==> config.mk <==
export PLATFORM = sky130hd
export DESIGN_NAME = mmu_operand_feeder
export DESIGN_NICKNAME = d
export VERILOG_FILES = /design/src/rtl/mmu_pkg.sv /design/src/rtl/mmu_operand_bank.sv /design/src/rtl/mmu_operand_feeder.sv
export SDC_FILE = /design/constraint.sdc
export NUM_CORES = 1
export LEC_CHECK = 0
export BUFFER_PORTS_ARGS = -buffer_cell sky130_fd_sc_hd__buf_2
export CAP_MARGIN = 20
export CORE_UTILIZATION = 57
export CTS_CLUSTER_DIAMETER = 80
export DETAILED_ROUTE_END_ITERATION = 16
export PLACE_DENSITY = 0.87
export SLEW_MARGIN = 5
export SYNTH_ARGS = -nofsm -noshare
export SYNTH_HDL_FRONTEND = slang
export SYNTH_HIERARCHICAL = 1
export SYNTH_SLANG_ARGS = --single-unit
==> constraint.sdc <==
create_clock -name clk -period 2.29 [get_ports clk]
set_input_delay 0.1145 -clock clk [delete_from_list [all_inputs] [get_ports clk]]
set_output_delay 0.1145 -clock clk [all_outputs]
set_load 0.005 [all_outputs]
==> src/rtl/mmu_pkg.sv <==
// mmu_pkg: shared constants and feeder state encoding for the 2x2 MMU operand path.
package mmu_pkg;

   localparam int DEF_DATA_W = 8;
   localparam int N_ELEM     = 8;

   // Element addresses: A row-major at 0-3, B row-major at 4-7.
   localparam logic [2:0] ADDR_A00 = 3'd0;
   localparam logic [2:0] ADDR_A01 = 3'd1;
   localparam logic [2:0] ADDR_A10 = 3'd2;
   localparam logic [2:0] ADDR_A11 = 3'd3;
   localparam logic [2:0] ADDR_B00 = 3'd4;
   localparam logic [2:0] ADDR_B01 = 3'd5;
   localparam logic [2:0] ADDR_B10 = 3'd6;
   localparam logic [2:0] ADDR_B11 = 3'd7;

   localparam logic [2:0] FEED_LAST_CYCLE = 3'd5;

   typedef enum logic [1:0] {
      ST_IDLE  = 2'd0,
      ST_FEED  = 2'd1,
      ST_DRAIN = 2'd2
   } feed_state_e;

   // One-hot mask bit for an element address.
   function automatic logic [N_ELEM-1:0] elem_bit(input logic [2:0] addr);
      return N_ELEM'(1) << addr;
   endfunction

endpackage

==> src/rtl/mmu_operand_bank.sv <==
// mmu_operand_bank: 8-entry operand register file with one write port, all entries
// readable in parallel, and a per-entry written mask.
module mmu_operand_bank
   import mmu_pkg::*;
#(
   parameter int DATA_W = DEF_DATA_W
) (
   input  logic                           clk,
   input  logic                           rst_n,
   input  logic                           wr_en_i,
   input  logic [2:0]                     wr_addr_i,
   input  logic [DATA_W-1:0]              wr_data_i,
   input  logic                           mask_clr_i,
   output logic [N_ELEM-1:0][DATA_W-1:0]  rd_data_o,
   output logic [N_ELEM-1:0]              mask_o
);

   logic [N_ELEM-1:0][DATA_W-1:0] mem_q, mem_d;
   logic [N_ELEM-1:0]             mask_q, mask_d;

   // A write landing on the same edge as a mask clear still counts for the next feed.
   always_comb begin
      mem_d  = mem_q;
      mask_d = mask_clr_i ? '0 : mask_q;
      if (wr_en_i) begin
         mem_d[wr_addr_i] = wr_data_i;
         mask_d           = mask_d | elem_bit(wr_addr_i);
      end
   end

   // Storage and mask registers.
   always_ff @(posedge clk or negedge rst_n) begin
      if (!rst_n) begin
         mem_q  <= '0;
         mask_q <= '0;
      end else begin
         mem_q  <= mem_d;
         mask_q <= mask_d;
      end
   end

   assign rd_data_o = mem_q;
   assign mask_o    = mask_q;

endmodule

==> src/rtl/mmu_operand_feeder.sv <==
// mmu_operand_feeder: operand store and diagonal skew sequencer for a 2x2 systolic MMU.
// Optional build macro MMU_FEEDER_DOUBLE_BUF_EN: active/shadow banks, loads never dropped.
//
// state    | meaning
// ST_IDLE  | waiting for feed_en with feed_cycle 0; loads accepted
// ST_FEED  | emitting skewed operands, one schedule row per sampled feed cycle
// ST_DRAIN | one cycle with operands forced to 0, then back to idle
module mmu_operand_feeder
   import mmu_pkg::*;
#(
   parameter int DATA_W = DEF_DATA_W
) (
   input  logic              clk,
   input  logic              rst_n,
   input  logic              load_en_i,
   input  logic [2:0]        load_addr_i,
   input  logic [DATA_W-1:0] load_data_i,
   input  logic              feed_en_i,
   input  logic [2:0]        feed_cycle_i,
   output logic [DATA_W-1:0] a_row0_o,
   output logic [DATA_W-1:0] a_row1_o,
   output logic [DATA_W-1:0] b_col0_o,
   output logic [DATA_W-1:0] b_col1_o,
   output logic              feed_valid_o,
   output logic              mmu_clear_o,
   output logic              mats_ready_o,
   output logic              load_err_o
);

   feed_state_e state_q, state_d;
   logic        feed_start, feed_live;
   logic [N_ELEM-1:0][DATA_W-1:0] elem;

   logic [DATA_W-1:0] a0_q, a0_d, a1_q, a1_d, b0_q, b0_d, b1_q, b1_d;
   logic              valid_q, valid_d, clear_q, clear_d;

   assign feed_start = (state_q == ST_IDLE) && feed_en_i && (feed_cycle_i == 3'd0);
   assign feed_live  = feed_start || ((state_q == ST_FEED) && feed_en_i);

`ifdef MMU_FEEDER_DOUBLE_BUF_EN
   logic                                      act_q, act_d, swap;
   logic [1:0][N_ELEM-1:0][DATA_W-1:0]        bank_data;
   logic [1:0][N_ELEM-1:0]                    bank_mask;
   logic [1:0]                                bank_we, bank_clr;
   logic [N_ELEM-1:0]                         sh_mask_next;

   // Shadow completion includes this edge's write; held off while a feed is running.
   assign sh_mask_next = bank_mask[~act_q] | (load_en_i ? elem_bit(load_addr_i) : '0);
   assign swap         = (&sh_mask_next) && (state_q != ST_FEED);
   assign act_d        = swap ? ~act_q : act_q;

   assign bank_we[0]  = load_en_i && act_q;
   assign bank_we[1]  = load_en_i && !act_q;
   assign bank_clr[0] = !act_q && (feed_start || swap);
   assign bank_clr[1] = act_q && (feed_start || swap);

   for (genvar g = 0; g < 2; g++) begin : g_bank
      mmu_operand_bank #(.DATA_W(DATA_W)) u_bank (
         .clk        (clk),
         .rst_n      (rst_n),
         .wr_en_i    (bank_we[g]),
         .wr_addr_i  (load_addr_i),
         .wr_data_i  (load_data_i),
         .mask_clr_i (bank_clr[g]),
         .rd_data_o  (bank_data[g]),
         .mask_o     (bank_mask[g])
      );
   end

   // Active bank selector.
   always_ff @(posedge clk or negedge rst_n) begin
      if (!rst_n) act_q <= 1'b0;
      else        act_q <= act_d;
   end

   assign elem         = bank_data[act_q];
   assign mats_ready_o = &bank_mask[act_q];
   assign load_err_o   = 1'b0;
`else
   logic              err_q, err_d;
   logic [N_ELEM-1:0] mask;

   mmu_operand_bank #(.DATA_W(DATA_W)) u_bank (
      .clk        (clk),
      .rst_n      (rst_n),
      .wr_en_i    (load_en_i && (state_q == ST_IDLE)),
      .wr_addr_i  (load_addr_i),
      .wr_data_i  (load_data_i),
      .mask_clr_i (feed_start),
      .rd_data_o  (elem),
      .mask_o     (mask)
   );

   assign err_d = feed_start ? 1'b0 : (err_q || (load_en_i && (state_q != ST_IDLE)));

   // Sticky dropped-load flag, cleared when the next feed starts.
   always_ff @(posedge clk or negedge rst_n) begin
      if (!rst_n) err_q <= 1'b0;
      else        err_q <= err_d;
   end

   assign mats_ready_o = &mask;
   assign load_err_o   = err_q;
`endif

   // Sequencer next-state.
   always_comb begin
      state_d = state_q;
      case (state_q)
         ST_IDLE:  if (feed_start) state_d = ST_FEED;
         ST_FEED:  if (!feed_en_i || (feed_cycle_i == FEED_LAST_CYCLE)) state_d = ST_DRAIN;
         ST_DRAIN: state_d = ST_IDLE;
         default:  state_d = ST_IDLE;
      endcase
   end

   // Skew schedule: row k is registered on the edge that samples feed_cycle k.
   always_comb begin
      a0_d    = '0;
      a1_d    = '0;
      b0_d    = '0;
      b1_d    = '0;
      valid_d = 1'b0;
      clear_d = 1'b0;
      if (feed_live) begin
         case (feed_cycle_i)
            3'd0: begin
               a0_d    = elem[ADDR_A00];
               b0_d    = elem[ADDR_B00];
               valid_d = 1'b1;
               clear_d = 1'b1;
            end
            3'd1: begin
               a0_d    = elem[ADDR_A01];
               a1_d    = elem[ADDR_A10];
               b0_d    = elem[ADDR_B10];
               b1_d    = elem[ADDR_B01];
               valid_d = 1'b1;
            end
            3'd2: begin
               a1_d    = elem[ADDR_A11];
               b1_d    = elem[ADDR_B11];
               valid_d = 1'b1;
            end
            default: ;
         endcase
      end
   end

   // State and output registers.
   always_ff @(posedge clk or negedge rst_n) begin
      if (!rst_n) begin
         state_q <= ST_IDLE;
         a0_q    <= '0;
         a1_q    <= '0;
         b0_q    <= '0;
         b1_q    <= '0;
         valid_q <= 1'b0;
         clear_q <= 1'b0;
      end else begin
         state_q <= state_d;
         a0_q    <= a0_d;
         a1_q    <= a1_d;
         b0_q    <= b0_d;
         b1_q    <= b1_d;
         valid_q <= valid_d;
         clear_q <= clear_d;
      end
   end

   assign a_row0_o     = a0_q;
   assign a_row1_o     = a1_q;
   assign b_col0_o     = b0_q;
   assign b_col1_o     = b1_q;
   assign feed_valid_o = valid_q;
   assign mmu_clear_o  = clear_q;

endmodule

# After elaboration in Yosys (flattened, before gate mapping)
# Cells that the tools add are included.
# Widths: inputs -> output; s select.
[op_classes] magnitude_cmp=2 eq_ne=6 n_shift=1 muxes=21 n_bitwise=1 reduce_logical=16
[op_table] op="$bwmux 64" n=1
[op_table] op="$pmux 8 s2" n=4
[op_table] op="$mux 8" n=7
[op_table] op="$demux 8 s3" n=1
[op_table] op="$or 8x8->8" n=1
[op_table] op="$reduce_and 8->1" n=1
[op_table] op="$shl 1x3->8 const A" n=1
[op_table] op="$logic_and 1x1->1" n=6
[op_table] op="$mux 1" n=5
[op_table] op="$lt 3x4->1 const B" n=1
[op_table] op="$mux 2" n=2
[op_table] op="$pmux 2 s2" n=1
[op_table] op="$eq 3x1->1 const B" n=1
[op_table] op="$eq 3x2->1 const B" n=1
[op_table] op="$eq 3x3->1 const B" n=1
[op_table] op="$ge 3x1->1 const B" n=1
[op_table] op="$logic_not 3->1" n=1
[op_table] op="$logic_or 1x1->1" n=3
[op_table] op="$reduce_or 3->1" n=1
[op_table] op="$eq 2x1->1 const B" n=1
[op_table] op="$logic_not 2->1" n=1
[op_table] op="$ne 2x1->1 const B" n=1
[op_table] op="$ne 2x2->1 const B" n=1
[op_table] op="$reduce_and 2->1" n=1
[op_table] op="2 further kinds" n=2
[totals] ff_bits=109 in_bits=18 output_inout_bits=36 elab_cells=64

# Logic depth before layout (Yosys ltp)
# Gate-level depths: netlist of run 1.
[logic_depth] depth_word=6 ltp_mapped=6 ltp_nobuf=4

# Modules after synthesis
# Netlist of run 1, hierarchy kept.
[modules_own_cells] module="mmu_operand_bank" instances=1 cells_per_inst=164 area_each_um2=2721.4 seq_area_each_um2=1801.7
[modules_own_cells] module="mmu_operand_feeder" instances=1 cells_per_inst=120 area_each_um2=1468.9 seq_area_each_um2=925.9

# Worst setup path after synthesis of run 1
# Ideal clock, no wire load.
[synth_timing] path_kind="register to register" startpoint="register state_q[0]" endpoint="register u_bank.mem_q (netlist bit u_bank/rd_data_o[10])" setup_time_ns=0.125 arrival_time_ns=1.698 required_time_ns=2.165 setup_slack_ns=0.467 stages_incl_launch_ff=7 n_path_buf=2 period_less_slack_ns=1.823 cell_sequence="dfrtp_1 > or2_2 > nor2_1 > buf_2 > nor4bb_1 > buf_2 > mux2_2"
[synth_via] elab_chain_cells=2
[synth_rtl] item="from (decl)" line="mmu_operand_feeder.sv:30" text="feed_state_e state_q, state_d;"
[synth_rtl] item="from (signal assigned)" line="mmu_operand_feeder.sv:161" text="state_q <= state_d;"
[synth_rtl] item="$logic_not 2->1" line="mmu_operand_feeder.sv:86" text=".wr_en_i (load_en_i && (state_q == ST_IDLE)),"
[synth_rtl] item="$logic_and 1x1->1" line="mmu_operand_feeder.sv:86"
[synth_rtl] item="to (signal assigned)" line="mmu_operand_bank.sv:37" text="mem_q <= mem_d;"
[synth_rtl] item="to (decl)" line="mmu_operand_bank.sv:18" text="logic [N_ELEM-1:0][DATA_W-1:0] mem_q, mem_d;"
# No other way between the ends.
# A chain may end at the register's enable or synchronous reset.

# Worst setup path after layout of run 1
[layout_timing] startpoint="register state_q[0]" endpoint="register u_bank.mem_q (netlist bit u_bank/rd_data_o[23])"
# The elaborated chain is that of the path after synthesis.

==> flow_summary.ini, run 1 <==
[worst_setup_path]
rrSetupSlack_ns = 0.11
crit_path_start_kind = flop
r2r_start = state_q[0]
path_max_fanout = 9
cp.required_ns = 2.54
cp.arrival_ns = 2.43
r2r_cells = 5
crit_type = flop to flop
r2r_end = u_bank/rd_data_o[23]
endpoint_kind = flop

[power]
p_leak_uw = 0.00231
p_int_uw = 3090
p_sw_uw = 1020
switching_share = 0.248
seq_power_share = 0.597
irDropWorstVdd_mv = 0.457
power_density_nw_per_um2 = 856
comb_power_share = 0.132
p_clk_frac = 0.271

[timing]
fin_skew_ns = 0.00806
finalCritPeriodShare = 0.951
slew_viol_final = 0
tightest_slew_ns = 0.663
rsz0062_at_grt = false
fin_tns_setup_ns = 0
hold_viol_final = 0
clock.fmax_mhz = 459
relSlewSlack = 0.558
fin_ws_ns = 0.112
finalSetupViolCount = 0
period_needed_ns = 2.18

[clock_network]
path_clk_slew_ns = 0.09
cts_buffers = 9
cts_root_buffer = clkbuf_8
htreeDepth = 3
tritoncts = built
clock_latency_ns = 0.36
cts_setup_buffers = 0
clock-sinks = 109
clockBufferDepth = 2

[synthesis]
synth_top_cells_by_count = dfrtp_1, mux2_2, nor2_1
synthArstFlopShare = 1.00
yosysSeqAreaShare = 0.651
yosys-top-cells-area = dfrtp_1, mux2_2, a22o_1
syn_area_per_cell_um2 = 14.8
yosysTopAreaCellShare = 0.651
synth-main-ff-cell = dfrtp_1
ys_types = 30
synth_most_common_cell = dfrtp_1
synthCells = 284
synth_seq_cells = 109
mappedNetlistArea_um2 = 4190
synth_top_cell_by_area = dfrtp_1
synth-edff-count = 0
yosysWarnings = 6
syn_nets = 302

[global_route]
grt_pass1_vias = 2667
grt-ovfl-total = 0
grt_max_degree = 53
antenna_found_initial = 0
grt.total_usage = 0.236
grt_pass1_wl_um = 13300

[place]
gp_congestion = 0.773
post-place-ws_ns = 0.194
hpwl_um = 5350
port_buffers = 53

[die]
fp-row-count = 30
die_area_um2 = 7700
die_x_um = 87.7
die_h_um = 87.7
start_util = 0.603
core_area_um2 = 6940
ioPinCount = 54

[finish]
final_net_count = 367
area_delta_synth_final_pct = 14.8
drive_above_1_share = 0.424
num_antenna_cells = 0
fillers = 482

[route]
wl_met2_um = 4190
wl_met3_um = 434
dr.pass1.iters = 4
drt_iter0_drc = 125
wl_met1_um = 3290
vias = 2526
ant_nets = 0
route.top_layer_used = met4
detail_route.wl_per_cell_um = 17.8
wirelength_um = 8010
drc = 0
viasPerCell = 5.61

[hold_path]
min_path_cells = 3
min_path_type = input pin to flop
hold_start = load_en_i
hold_end = load_err_o

[run]
drv_cap = 0

[outcome]
status = completed
registers in the layout, summed over array words and instances, names as in the netlist:
register and flops:
a_row0_o 8, b_col1_o 8, b_col0_o 8, state_q 2
u_bank/rd_data_o 64, feed_valid_o 1, a_row1_o 8, u_bank/mask_o 8
mmu_clear_o 1, load_err_o 1
placed cells by master, fill, tap and decap left out, types with 4 or more instances in the layout:
cell type / netlist / layout
buf_2: 8 / 52
nor2_1: 20 / 20
a22oi_1: 16 / 16
mux2_2: 64 / 64
o21ai_0: 5 / 5
clkbuf_8: 0 / 9
a21o_1: 4 / 4
buf_4: 4 / 14
dfrtp_1: 109 / 109
a22o_1: 16 / 16
inv_1: 8 / 8
stage by stage:
| stage | power (uW) | cells | cell area (um^2) | hold WS (ns) | utilization |
|---|---|---|---|---|---|
| 3_5_place_dp | 3040 | 432 | 4600 | 0.195 | 0.662 |
| 3_3_place_gp | 2980 | 431 | 4590 | 0.185 | 0.661 |
| 5_1_grt | 4310 | 450 | 4810 | 0.0520 | 0.693 |
| 2_1_floorplan | 2820 | 284 | 4190 | -0.181 | - |
| 6_report | 4120 | 450 | 4810 | 0.0535 | 0.693 |
| 4_1_cts | 4150 | 450 | 4810 | 0.0301 | 0.693 |
worst max path at each step:
| stage | from | end | slack (ns) | cells past startpoint |
|---|---|---|---|---|
| floorplan | state_q[0] | u_bank/rd_data_o[10] | 0.47 | 6 |
| global placement | state_q[0] | u_bank/rd_data_o[9] | 0.28 | 5 |
| detailed placement | state_q[0] | u_bank/rd_data_o[15] | 0.19 | 5 |
| CTS | state_q[0] | u_bank/rd_data_o[23] | 0.12 | 5 |
| global route | state_q[0] | u_bank/rd_data_o[23] | 0.02 | 5 |
| finish | state_q[0] | u_bank/rd_data_o[23] | 0.11 | 5 |
area by class of cell:
class	instances	area, um^2	share of cell area
sequential	109	2730	0.567
clock buffer	10	128	0.0265
timing repair buffer	69	405	0.0843
multi-input combinational	152	1340	0.278
inverter	8	30.0	0.00624
tap	96	120	0.0250
clock inverter	6	63.8	0.0133
worst max-delay path, stage by stage, from the launching register on:
cell	delay (ns)
dfrtp_1	0.44
or2_2	0.31
nor2_1	0.35
nor4bb_1	0.36
buf_4	0.27
mux2_2	0.35
power groups by stage:
stage	registers [uW]	clock network [uW]	logic (uW)
global placement	2470	0	507
finish	2460	1110	545
floorplan	2440	0	383
CTS	2460	1140	553
global route	2500	1210	603
detailed placement	2500	0	546
repair_timing:
action / CTS / global route
gates resized for setup: 0 / 0
endpoints found under the setup margin: 0 / 0
hold buffers: 2 / 0
hold endpoints to repair: 51 / 0
cells by family (layout without fill, tap and decap cells):
kind of cell / count (synthesis) / in the layout / share of synthesized area
buf+inv: 23 / 93 / 0.0302
simple gates: 41 / 41 / 0.0621
mux: 64 / 64 / 0.172
fa+ha+maj: 1 / 1 / 0.00239
compound gates: 46 / 46 / 0.0824
flops: 109 / 109 / 0.651
per-layer routing:
layer	up-vias	global-route usage
li1	1149	-
met2	71	0.399
met4	0	0.0969
met5	-	0
met3	8	0.0547
met1	1298	0.293
Power figures use the tool's default switching activity.
==> inputs of run 2 (changes only) <==
CAP_MARGIN = unset   (was 20)
CORE_UTILIZATION = 39   (was 57)
PLACE_DENSITY = 0.66   (was 0.87)
==> run 2 against run 1 <==
Compared with the run above: clock power barely moved; global-route usage is 8.1 points lower; critical path depth rose by 1; die area grew 45%; total power is essentially flat; sequential cell count unchanged; register-to-register slack better by 0.13 ns; clock skew decreased by 0.0030 ns; sequential share of layout area fell by 0.68 points; worst setup slack improved by 0.13 ns.
==> flow_summary.ini, run 2 (same netlist as run 1, synthesis figures left out) <==
[place]
hpwl_um = 5170
place_area_um2 = 4660
port_buffers = 53
gp_congestion = 0.747

[worst_setup_path]
cp.arrival_ns = 2.28
cp.required_ns = 2.53
critical_path.most_common_cell = buf_4
endpoint_kind = flop
cpPeakStageDelay_ns = 0.43
crit_path_start_kind = flop
cp_cell_sequence = or2_2 -> nor2_1 -> buf_4 -> nor4b_4 -> buf_4 -> mux2_2
crit_type = flop to flop
path_max_fanout = 9
crit_slowest_cell = dfrtp_1

[finish]
mostFrequentLayoutCell = dfrtp_1
num_antenna_cells = 0
final_net_count = 368
final_cell_mix = dfrtp_1, mux2_2, buf_2, nor2_1
drive_above_1_share = 0.418
area_delta_synth_final_pct = 16.2
stdcell_area_um2 = 4870
largest_reg_flops = 64
fillers = 941

[global_route]
grt_pass1_wl_um = 13000
grt.total_usage = 0.154
antenna_found_initial = 1
grt_pass1_vias = 2499
grt-ovfl-total = 0
grt_max_degree = 83

[clock_network]
cts_setup_buffers = 0
tritoncts = built
path_clk_slew_ns = 0.09
cts_hold_buf = 2
clock_latency_ns = 0.35
clockBufferDepth = 2
post_cts_resize_count = 0
cts_buffers = 9
htreeDepth = 3
cts_root_buffer = clkbuf_8
clock-sinks = 109

[timing]
fin_skew_ns = 0.00504
fin_tns_setup_ns = 0
clock.fmax_mhz = 489
slew_viol_final = 0
period_needed_ns = 2.04
rsz0062_at_grt = false
tightest_slew_ns = 1.20
relSlewSlack = 0.197
finalCritPeriodShare = 0.893
whs_ns = 0.0282
hold_viol_final = 0
finalSetupViolCount = 0

[route]
viasPerCell = 5.02
vias = 2461
drt_iter0_drc = 124
detail_route.wl_per_cell_um = 16.5
ant_nets = 0
wirelength_um = 8070
dr.pass1.iters = 4
drc = 0

[outcome]
status = completed

[power]
p_leak_uw = 0.00232
power_uw = 4120
irDropWorstVdd_mv = 0.392
power_density_nw_per_um2 = 846

[die]
core_area_um2 = 10400
die_area_um2 = 11200
fp-row-count = 37
ioPinCount = 54
start_util = 0.404
die_h_um = 106
die_x_um = 106

[hold_path]
min_path_type = input pin to flop

[run]
drv_cap = 0
## run 2: cell types whose count changed in the layout (fill, tap and decap cells not counted), sizes merged
cell and change:
buf +1, clkinvlp -2, clkinv -3, clkbuf +4
## run 2: final timing paths
kind | from | to | slack [ns] | cells after the start
max reg2reg | state_q[0] | u_bank/rd_data_o[3] | 0.25 | 6
min | load_en_i | load_err_o | 0.03 | 3
min reg2reg | state_q[1] | state_q[1] | 0.48 | 1
max | state_q[0] | u_bank/rd_data_o[3] | 0.25 | 6
min in group asynchronous | rst_n | u_bank/rd_data_o[49] | 0.22 | 2
max in group asynchronous | rst_n | u_bank/rd_data_o[18] | 1.32 | 3
## run 2: per-stage QoR
step | instances | utilization | setup slack [ns]
after floorplan | 284 | - | 0.467
after global placement | 473 | 0.449 | 0.343
after detailed placement | 473 | 0.449 | 0.243
after CTS | 490 | 0.470 | 0.229
after global routing | 490 | 0.470 | 0.133
final | 490 | 0.470 | 0.245
## run 2: metal layers
metal	global-route usage	wire, um
met1	0.202	3670
met2	0.251	4030
met3	0.0334	247
met4	0.0575	129
met5	0	0
## run 2: worst max-delay path, delay by kind of cell, from the launching register on
family / cells / cell delay [ns]
AND/OR/NAND/NOR: 3 / 0.75
buffers and inverters: 2 / 0.41
multiplexers: 1 / 0.34
flip-flops: 1 / 0.43
## run 2: report_power, final
group | switching [uW] | total, uW | internal, uW
Combinational | 215 | 531 | 316
Clock | 578 | 1140 | 563
Sequential | 173 | 2450 | 2270
Total | 966 | 4120 | 3150
## run 2: final cells by class
class,count,area [um^2],area share
Clock buffer,14,163,0.0334
Clock inverter,1,30.0,0.00617
Inverter,8,30.0,0.00617
Multi-Input combinational cell,152,1340,0.274
Sequential cell,109,2730,0.560
Tap cell,136,170,0.0349
Timing Repair Buffer,70,413,0.0848
